--- config.mk ---
export PLATFORM = sky130hd
export DESIGN_NAME = alu16_sequencer_flat
export DESIGN_NICKNAME = d
export VERILOG_FILES = /design/src/rtl/alu16_sequencer_if.sv /design/src/rtl/alu16_sequencer.sv /design/src/flat_wrapper.sv
export SDC_FILE = /design/constraint.sdc
export NUM_CORES = 1
export LEC_CHECK = 0
export CAP_MARGIN = 20
export CORE_MARGIN = 4
export CORE_UTILIZATION = 32
export DETAILED_ROUTE_END_ITERATION = 8
export DONT_BUFFER_PORTS = 1
export GPL_TIMING_DRIVEN = 0
export HOLD_SLACK_MARGIN = 0.05
export PLACE_DENSITY_LB_ADDON = 0.25
export SLEW_MARGIN = 20
export SYNTH_ARGS = -nofsm -noshare
export SYNTH_HDL_FRONTEND = slang
export SYNTH_SLANG_ARGS = --single-unit
--- constraint.sdc ---
create_clock -name clk -period 2 [get_ports clk]
set_input_delay 0.1 -clock clk [delete_from_list [all_inputs] [get_ports clk]]
set_output_delay 0.1 -clock clk [all_outputs]
set_load 0.01 [all_outputs]
--- src/rtl/alu16_sequencer_if.sv ---
// Request handshake and 8-bit ALU bus bundles for the 16-bit
// sequencer.
interface alu16_req_if #(
   parameter int W_BYTE = 8
);
   logic                  start;
   logic [2:0]            op;
   logic [2*W_BYTE-1:0]   a;
   logic [2*W_BYTE-1:0]   b;
   logic                  cin;
   logic                  ready;
   logic                  done;
   logic [2*W_BYTE-1:0]   result;
   logic                  zero;
   logic                  carry;

   modport master (
      output start, op, a, b, cin,
      input  ready, done, result, zero, carry
   );

   modport slave (
      input  start, op, a, b, cin,
      output ready, done, result, zero, carry
   );
endinterface

interface alu8_bus_if #(
   parameter int W_BYTE = 8
);
   logic [W_BYTE-1:0] alu_a;
   logic [W_BYTE-1:0] alu_b;
   logic              alu_carry_in;
   logic              alu_is_shift;
   logic              alu_update_z_c;
   logic [1:0]        alu_scode;
   logic [2:0]        alu_acode;
   logic [W_BYTE-1:0] alu_r;
   logic              alu_zero;
   logic              alu_carry_out;

   modport master (
      output alu_a, alu_b, alu_carry_in, alu_is_shift,
      output alu_update_z_c, alu_scode, alu_acode,
      input  alu_r, alu_zero, alu_carry_out
   );

   modport slave (
      input  alu_a, alu_b, alu_carry_in, alu_is_shift,
      input  alu_update_z_c, alu_scode, alu_acode,
      output alu_r, alu_zero, alu_carry_out
   );
endinterface

--- src/rtl/alu16_sequencer.sv ---
// Runs a 16-bit op through an 8-bit ALU in two passes,
// low byte first, chaining the low-byte carry/borrow.
module alu16_sequencer #(
   parameter int W_BYTE = 8
) (
   input logic        clk,
   input logic        rst,
   alu16_req_if.slave req,
   alu8_bus_if.master alu
);
   localparam int W = 2 * W_BYTE;

   typedef enum logic [1:0] {
      S_IDLE,
      S_LO,
      S_HI,
      S_DONE
   } state_e;

   state_e            state_q, state_d;
   logic [W-1:0]      a_q, a_d;
   logic [W-1:0]      b_q, b_d;
   logic [2:0]        op_q, op_d;
   logic              cin_q, cin_d;
   logic [W_BYTE-1:0] lo_q, lo_d;
   logic              c_lo_q, c_lo_d;
   logic [W-1:0]      result_q, result_d;
   logic              zero_q, zero_d;
   logic              carry_q, carry_d;

   logic              is_arith;
   logic              uses_cin;
   logic [W-1:0]      full_word;
   logic              unused_alu_zero;

   assign is_arith        = ~op_q[2];
   assign uses_cin        = is_arith & op_q[0];
   assign full_word       = {alu.alu_r, lo_q};
   assign unused_alu_zero = alu.alu_zero;

   always_ff @(posedge clk) begin
      if (rst) begin
         state_q  <= S_IDLE;
         a_q      <= '0;
         b_q      <= '0;
         op_q     <= '0;
         cin_q    <= 1'b0;
         lo_q     <= '0;
         c_lo_q   <= 1'b0;
         result_q <= '0;
         zero_q   <= 1'b0;
         carry_q  <= 1'b0;
      end else begin
         state_q  <= state_d;
         a_q      <= a_d;
         b_q      <= b_d;
         op_q     <= op_d;
         cin_q    <= cin_d;
         lo_q     <= lo_d;
         c_lo_q   <= c_lo_d;
         result_q <= result_d;
         zero_q   <= zero_d;
         carry_q  <= carry_d;
      end
   end

   always_comb begin
      state_d = state_q;
      unique case (state_q)
         S_IDLE: if (req.start) state_d = S_LO;
         S_LO:   state_d = S_HI;
         S_HI:   state_d = S_DONE;
         S_DONE: state_d = S_IDLE;
         default: state_d = S_IDLE;
      endcase
   end

   always_comb begin
      a_d      = a_q;
      b_d      = b_q;
      op_d     = op_q;
      cin_d    = cin_q;
      lo_d     = lo_q;
      c_lo_d   = c_lo_q;
      result_d = result_q;
      zero_d   = zero_q;
      carry_d  = carry_q;
      unique case (state_q)
         S_IDLE: begin
            if (req.start) begin
               a_d   = req.a;
               b_d   = req.b;
               op_d  = req.op;
               cin_d = req.cin;
            end
         end
         S_LO: begin
            lo_d   = alu.alu_r;
            c_lo_d = alu.alu_carry_out;
         end
         S_HI: begin
            result_d = full_word;
            zero_d   = (full_word == '0);
            carry_d  = is_arith & alu.alu_carry_out;
         end
         default: ;
      endcase
   end

   always_comb begin
      req.ready          = 1'b0;
      req.done           = 1'b0;
      alu.alu_a          = '0;
      alu.alu_b          = '0;
      alu.alu_carry_in   = 1'b0;
      alu.alu_is_shift   = 1'b0;
      alu.alu_update_z_c = 1'b0;
      alu.alu_scode      = 2'b00;
      alu.alu_acode      = 3'b000;
      unique case (state_q)
         S_IDLE: req.ready = 1'b1;
         S_LO: begin
            alu.alu_a          = a_q[W_BYTE-1:0];
            alu.alu_b          = b_q[W_BYTE-1:0];
            alu.alu_acode      = op_q;
            alu.alu_carry_in   = uses_cin & cin_q;
            alu.alu_update_z_c = is_arith;
         end
         S_HI: begin
            // high pass of ADD/SUB always uses the with-carry form
            alu.alu_a          = a_q[W-1:W_BYTE];
            alu.alu_b          = b_q[W-1:W_BYTE];
            alu.alu_acode      = is_arith ?
                                 {1'b0, op_q[1], 1'b1} : op_q;
            alu.alu_carry_in   = is_arith & c_lo_q;
            alu.alu_update_z_c = is_arith;
         end
         S_DONE: req.done = 1'b1;
         default: ;
      endcase
   end

   assign req.result = result_q;
   assign req.zero   = zero_q;
   assign req.carry  = carry_q;
endmodule

--- src/flat_wrapper.sv ---
// flat-port wrapper written by rule: the top's interface ports become plain ports
module alu16_sequencer_flat 
#(
   parameter int W_BYTE = 8
)
  (clk, rst, req_start, req_op, req_a, req_b, req_cin, req_ready, req_done, req_result, req_zero, req_carry, alu_alu_a, alu_alu_b, alu_alu_carry_in, alu_alu_is_shift, alu_alu_update_z_c, alu_alu_scode, alu_alu_acode, alu_alu_r, alu_alu_zero, alu_alu_carry_out);
  alu16_req_if #(.W_BYTE(W_BYTE)) req_i ();
  alu8_bus_if #(.W_BYTE(W_BYTE)) alu_i ();
  input logic clk;
  input logic rst;
  input wire logic [$bits(req_i.start)-1:0] req_start;
  input wire logic [$bits(req_i.op)-1:0] req_op;
  input wire logic [$bits(req_i.a)-1:0] req_a;
  input wire logic [$bits(req_i.b)-1:0] req_b;
  input wire logic [$bits(req_i.cin)-1:0] req_cin;
  output wire logic [$bits(req_i.ready)-1:0] req_ready;
  output wire logic [$bits(req_i.done)-1:0] req_done;
  output wire logic [$bits(req_i.result)-1:0] req_result;
  output wire logic [$bits(req_i.zero)-1:0] req_zero;
  output wire logic [$bits(req_i.carry)-1:0] req_carry;
  output wire logic [$bits(alu_i.alu_a)-1:0] alu_alu_a;
  output wire logic [$bits(alu_i.alu_b)-1:0] alu_alu_b;
  output wire logic [$bits(alu_i.alu_carry_in)-1:0] alu_alu_carry_in;
  output wire logic [$bits(alu_i.alu_is_shift)-1:0] alu_alu_is_shift;
  output wire logic [$bits(alu_i.alu_update_z_c)-1:0] alu_alu_update_z_c;
  output wire logic [$bits(alu_i.alu_scode)-1:0] alu_alu_scode;
  output wire logic [$bits(alu_i.alu_acode)-1:0] alu_alu_acode;
  input wire logic [$bits(alu_i.alu_r)-1:0] alu_alu_r;
  input wire logic [$bits(alu_i.alu_zero)-1:0] alu_alu_zero;
  input wire logic [$bits(alu_i.alu_carry_out)-1:0] alu_alu_carry_out;
  assign req_i.start = req_start;
  assign req_i.op = req_op;
  assign req_i.a = req_a;
  assign req_i.b = req_b;
  assign req_i.cin = req_cin;
  assign req_ready = req_i.ready;
  assign req_done = req_i.done;
  assign req_result = req_i.result;
  assign req_zero = req_i.zero;
  assign req_carry = req_i.carry;
  assign alu_alu_a = alu_i.alu_a;
  assign alu_alu_b = alu_i.alu_b;
  assign alu_alu_carry_in = alu_i.alu_carry_in;
  assign alu_alu_is_shift = alu_i.alu_is_shift;
  assign alu_alu_update_z_c = alu_i.alu_update_z_c;
  assign alu_alu_scode = alu_i.alu_scode;
  assign alu_alu_acode = alu_i.alu_acode;
  assign alu_i.alu_r = alu_alu_r;
  assign alu_i.alu_zero = alu_alu_zero;
  assign alu_i.alu_carry_out = alu_alu_carry_out;
  alu16_sequencer #(.W_BYTE(W_BYTE)) u_core (.clk(clk), .rst(rst), .req(req_i), .alu(alu_i));
endmodule
# Word level (Yosys, flattened, before mapping)
# Index checks and enable logic that the tools add are counted.
[word_totals] wordCells=33 ram_bits=0 out_inout_bits=44 register_bits=65 latchBits=0 inputBits=49 mem_bits_ro=0 n_memories=0
[classes] n_mul=0 magnitude_cmp=0 n_reduce_logical=4 n_div=0 eq_ne=4 bitwise_logic=5 shift=0 add_sub_neg=0 n_mux=10
[op_table] cell="$pmux 8 s2" count=2
[op_table] cell="$logic_not 16->1" count=1
[op_table] cell="$pmux 2 s4" count=1
[op_table] cell="$pmux 3 s2" count=1
[op_table] cell="$and 1x1->1" count=4
[op_table] cell="$eq 2x2->1 const B" count=2
[op_table] cell="$mux 1" count=3
[op_table] cell="$mux 3" count=1
[op_table] cell="$eq 2x1->1 const B" count=1
[op_table] cell="$logic_not 2->1" count=1
[op_table] cell="$mux 2" count=1
[op_table] cell="$ne 2x2->1 const B" count=1
[op_table] cell="$pmux 1 s2" count=1
[op_table] cell="$reduce_and 2->1" count=1
[op_table] cell="$reduce_or 2->1" count=1
[op_table] cell="$not 1->1" count=1

# Depth between registers and ports, before layout
[depth] depth_word=4 mapped_depth=7 mapped_depth_nobuf=5

# Worst setup path after synthesis
# Ideal clock, no wire load.
[synth_timing] path_type="register -> output" start="register u_core.state_q[0]" end="output alu_alu_carry_in" path_stages_with_launch=6 n_path_buf=1 required_ps=1900 arrival_ps=1426 setup_slack_ps=474 path_cell_list="dfxtp_1 -> inv_1 -> ha_1 -> clkbuf_1 -> nor2b_1 -> nor2b_1"
[synth_between] elab_chain_len=2 word_cells_on_any_way=3 classes_between="eq/ne (2); mux (1)"
[synth_lines] item="start, declared" line="alu16_sequencer.sv:20" source="state_e state_q, state_d;"
[synth_lines] item="start signal, assigned" line="alu16_sequencer.sv:54" source="state_q <= state_d;"
[synth_lines] item="$eq 2x2->1 / $eq 2x1->1 (equally long branches)" line="alu16_sequencer.sv:120" source="unique case (state_q)"
[synth_lines] item="$pmux 1 s2 (*)" line="alu16_sequencer.sv:120"
[synth_lines] item="end, declared" line="flat_wrapper.sv:23" source="output wire logic [$bits(alu_i.alu_carry_in)-1:0] alu_alu_carry_in;"
# Every way passes the cells marked *; elsewhere a longest branch is shown, timed or not.

# Final worst setup path
# Same ends and word-level chain as after synthesis.

==> impl_metrics.json <==
{
  "status": "finished clean",
  "drv_slew": 0,
  "grt_pass1_wl_um": 12170,
  "htreeDepth": 3,
  "cp_max_fo": 10,
  "synth_enable_flop_cells": 0,
  "ys_top_cells_by_area": "dfxtp_1 45%, a21oi_2 9.1%, mux2i_1 9.0%",
  "final_common_cell": "dfxtp_1",
  "grt_max_degree": 14,
  "numCtsBuffers": 9,
  "clk_latency_ps": 350,
  "row_count": 34,
  "die_h_um": 103.2,
  "worstSetupStartpointType": "flip-flop",
  "grt_pass1_vias": 2374,
  "synth-seq-cells": 65,
  "gp_congestion": 0.7278,
  "yosysWarningCount": 0,
  "cp-end-kind": "primary output",
  "dieArea_sq_um": 10640,
  "cellLeakagePower_nw": 1.373,
  "antenna_left": 0,
  "dp_slack_ps": 28.40,
  "layout-drive-gt1-share_pct": 24.87,
  "clockBufferDepth": 2,
  "grt_usage_pct": 15.06,
  "maxCapViolations": 0,
  "fin_crit_sh_pct": 93.75,
  "final_cell_mix": "65 x dfxtp_1, 63 x nand2_1, 48 x dlygate4sd3_1",
  "critical_path_class": "flip-flop to primary output",
  "peakVddDrop_mv": 0.5017,
  "dpl.hpwl_um": 5438,
  "path_delay_family": "flip-flops",
  "portBuffers": 0,
  "diodes": 0,
  "wl_per_cell_um": 15.54,
  "cts_sinks": 65,
  "antenna_found_initial": 0,
  "drc_errors": 0,
  "async_flop_share_pct": 0,
  "fillers": 856,
  "netlist_instances": 320,
  "setup_slack_ps": 124.9,
  "clk_pin_slew_ps": 80,
  "cp_num_buf_inv": 2,
  "die_x_um": 103.2,
  "coreArea_sq_um": 8763,
  "final_core_util_pct": 43.65,
  "cp_slowest_cell": "dfxtp_1",
  "reg2reg_slack_ps": 140,
  "path_cells": "inv_1 -> ha_2 -> clkbuf_4 -> nor2b_4 -> nor2b_4",
  "synth_cell_types": 30,
  "pwr_density_cell_nw_per_um2": 1326,
  "final_nets": 435,
  "synth-seq-area-share_pct": 44.91,
  "cp_common_cell": "nor2b_4",
  "tns_ps": 0,
  "max_freq_mhz": 533.3,
  "hp-class": "primary input to flip-flop",
  "synth.top_cell.area_share_pct": 44.91,
  "final_cells": 494,
  "cp_slowest_stage_delay_ps": 400,
  "vias_per_cell": 4.747,
  "ys.flop_type": "dfxtp_1",
  "final.min_clock_period_ps": 1875,
  "hold_viol": 0,
  "arrival_ps": 1780,
  "rsz0062_at_grt": "no",
  "dp_cells": 430,
  "setup_violations": 0,
  "grt_overflow": 0,
  "cts_root_buf": "clkbuf_8",
  "syn_to_final_growth_pct": 31.99,
  "p_total_mw": 5.072,
  "wl_um": 7679,
  "io_pins": 93,
  "drt_pass1_iterations": 4,
  "syn_area_per_cell_sq_um": 9.056,
  "first_iter_violations": 65,
  "vias": 2345,
  "required_ps": 1900,
  "start_util_pct": 33.07,
  "syn_area_sq_um": 2898,
  "fin_skew_ps": 7.572,
  "cts_tree": "done",
  "synth_area_leader_cell": "dfxtp_1"
}
metal layers:
metal | global-route usage (%) | vias to the layer above | wire (um)
met5 | 0 | - | 0
met4 | 3.884 | 0 | 80
met3 | 5.683 | 8 | 520
met2 | 24.81 | 57 | 3726
met1 | 18.57 | 1105 | 3352
li1 | - | 1175 | -
layout make-up:
class	count	area, sq um	share of cell area [%]
repair buffers	48	480.5	12.56
well taps	108	135.1	3.533
inverters	4	15.01	0.3925
plain buffers	27	205.2	5.365
flip-flops and latches	65	1301	34.02
clock inverters	7	125.1	3.271
clock buffers	9	123.9	3.238
multi-input cells	226	1439	37.62
synthesized netlist by cell type (2+ instances only):
cell type,n
clkbuf_1,3
nand3_1,2
nand2b_1,2
a21oi_1,7
dfxtp_1,65
ha_1,5
nor2b_1,18
a22oi_1,16
o21ai_0,2
a21oi_2,30
buf_12,2
nor4_1,4
inv_1,4
buf_4,6
nand2_1,63
nor2_1,30
nand2_2,11
buf_8,2
mux2i_1,26
buf_2,12
worst reg2reg max path, delay by kind of cell, from the launching register on:
| kind | cells | cell delay, ps |
|---|---|---|
| AND/OR/NAND/NOR | 2 | 240 |
| buffers and inverters | 3 | 810 |
| flip-flops | 1 | 350 |
| adder cells (fa/ha/maj) | 1 | 280 |
| AO/OA/AOI/OAI | 1 | 120 |
through the flow:
stage | hold WS [ps] | area, sq um
final | 81.66 | 3825
after floorplan | 226.9 | 2905
after global routing | 85.54 | 3825
after global placement | 231.0 | 3040
after CTS | 72.84 | 3781
after detailed placement | 233.4 | 3040
state kept, by name, indices dropped and copies added (netlist names):
register           flops
u_core.req.carry       1
u_core.c_lo_q          1
u_core.req.result     16
u_core.req.zero        1
u_core.b_q            16
u_core.cin_q           1
u_core.state_q         2
u_core.op_q            3
u_core.a_q            16
u_core.lo_q            8
final timing paths:
kind / start / endpoint / depth (start not counted)
worst min-delay path: req_start / u_core.a_q[11] / 3
worst max register to register: u_core.state_q[0] / u_core.b_q[15] / 7
worst max-delay path: u_core.state_q[0] / alu_alu_carry_in / 5
worst min register to register: u_core.a_q[12] / u_core.a_q[12] / 2
cells by family after synthesis:
family / Yosys count / synth area share (%)
other cells: 1 / 0.1294
fa+ha+maj: 5 / 2.159
buf+inv: 31 / 7.253
mux: 26 / 8.981
simple gates: 133 / 20.77
compound gates: 59 / 15.80
flops: 65 / 44.91
timing repair:
action,in CTS,in global routing
buffers inserted,0,0
resized for setup,6,19
hold buffers,48,0
endpoints found under the hold margin,57,0
endpoints found under the setup margin,7,14
report_power, final:
group / switching [mW] / internal, mW / total, mW / leakage [nW]
logic: 1.06 / 0.876 / 1.94 / 0.718
clock network: 0.556 / 0.841 / 1.40 / 0.124
registers: 0.191 / 1.55 / 1.74 / 0.531
Power figures use the tool's default switching activity.
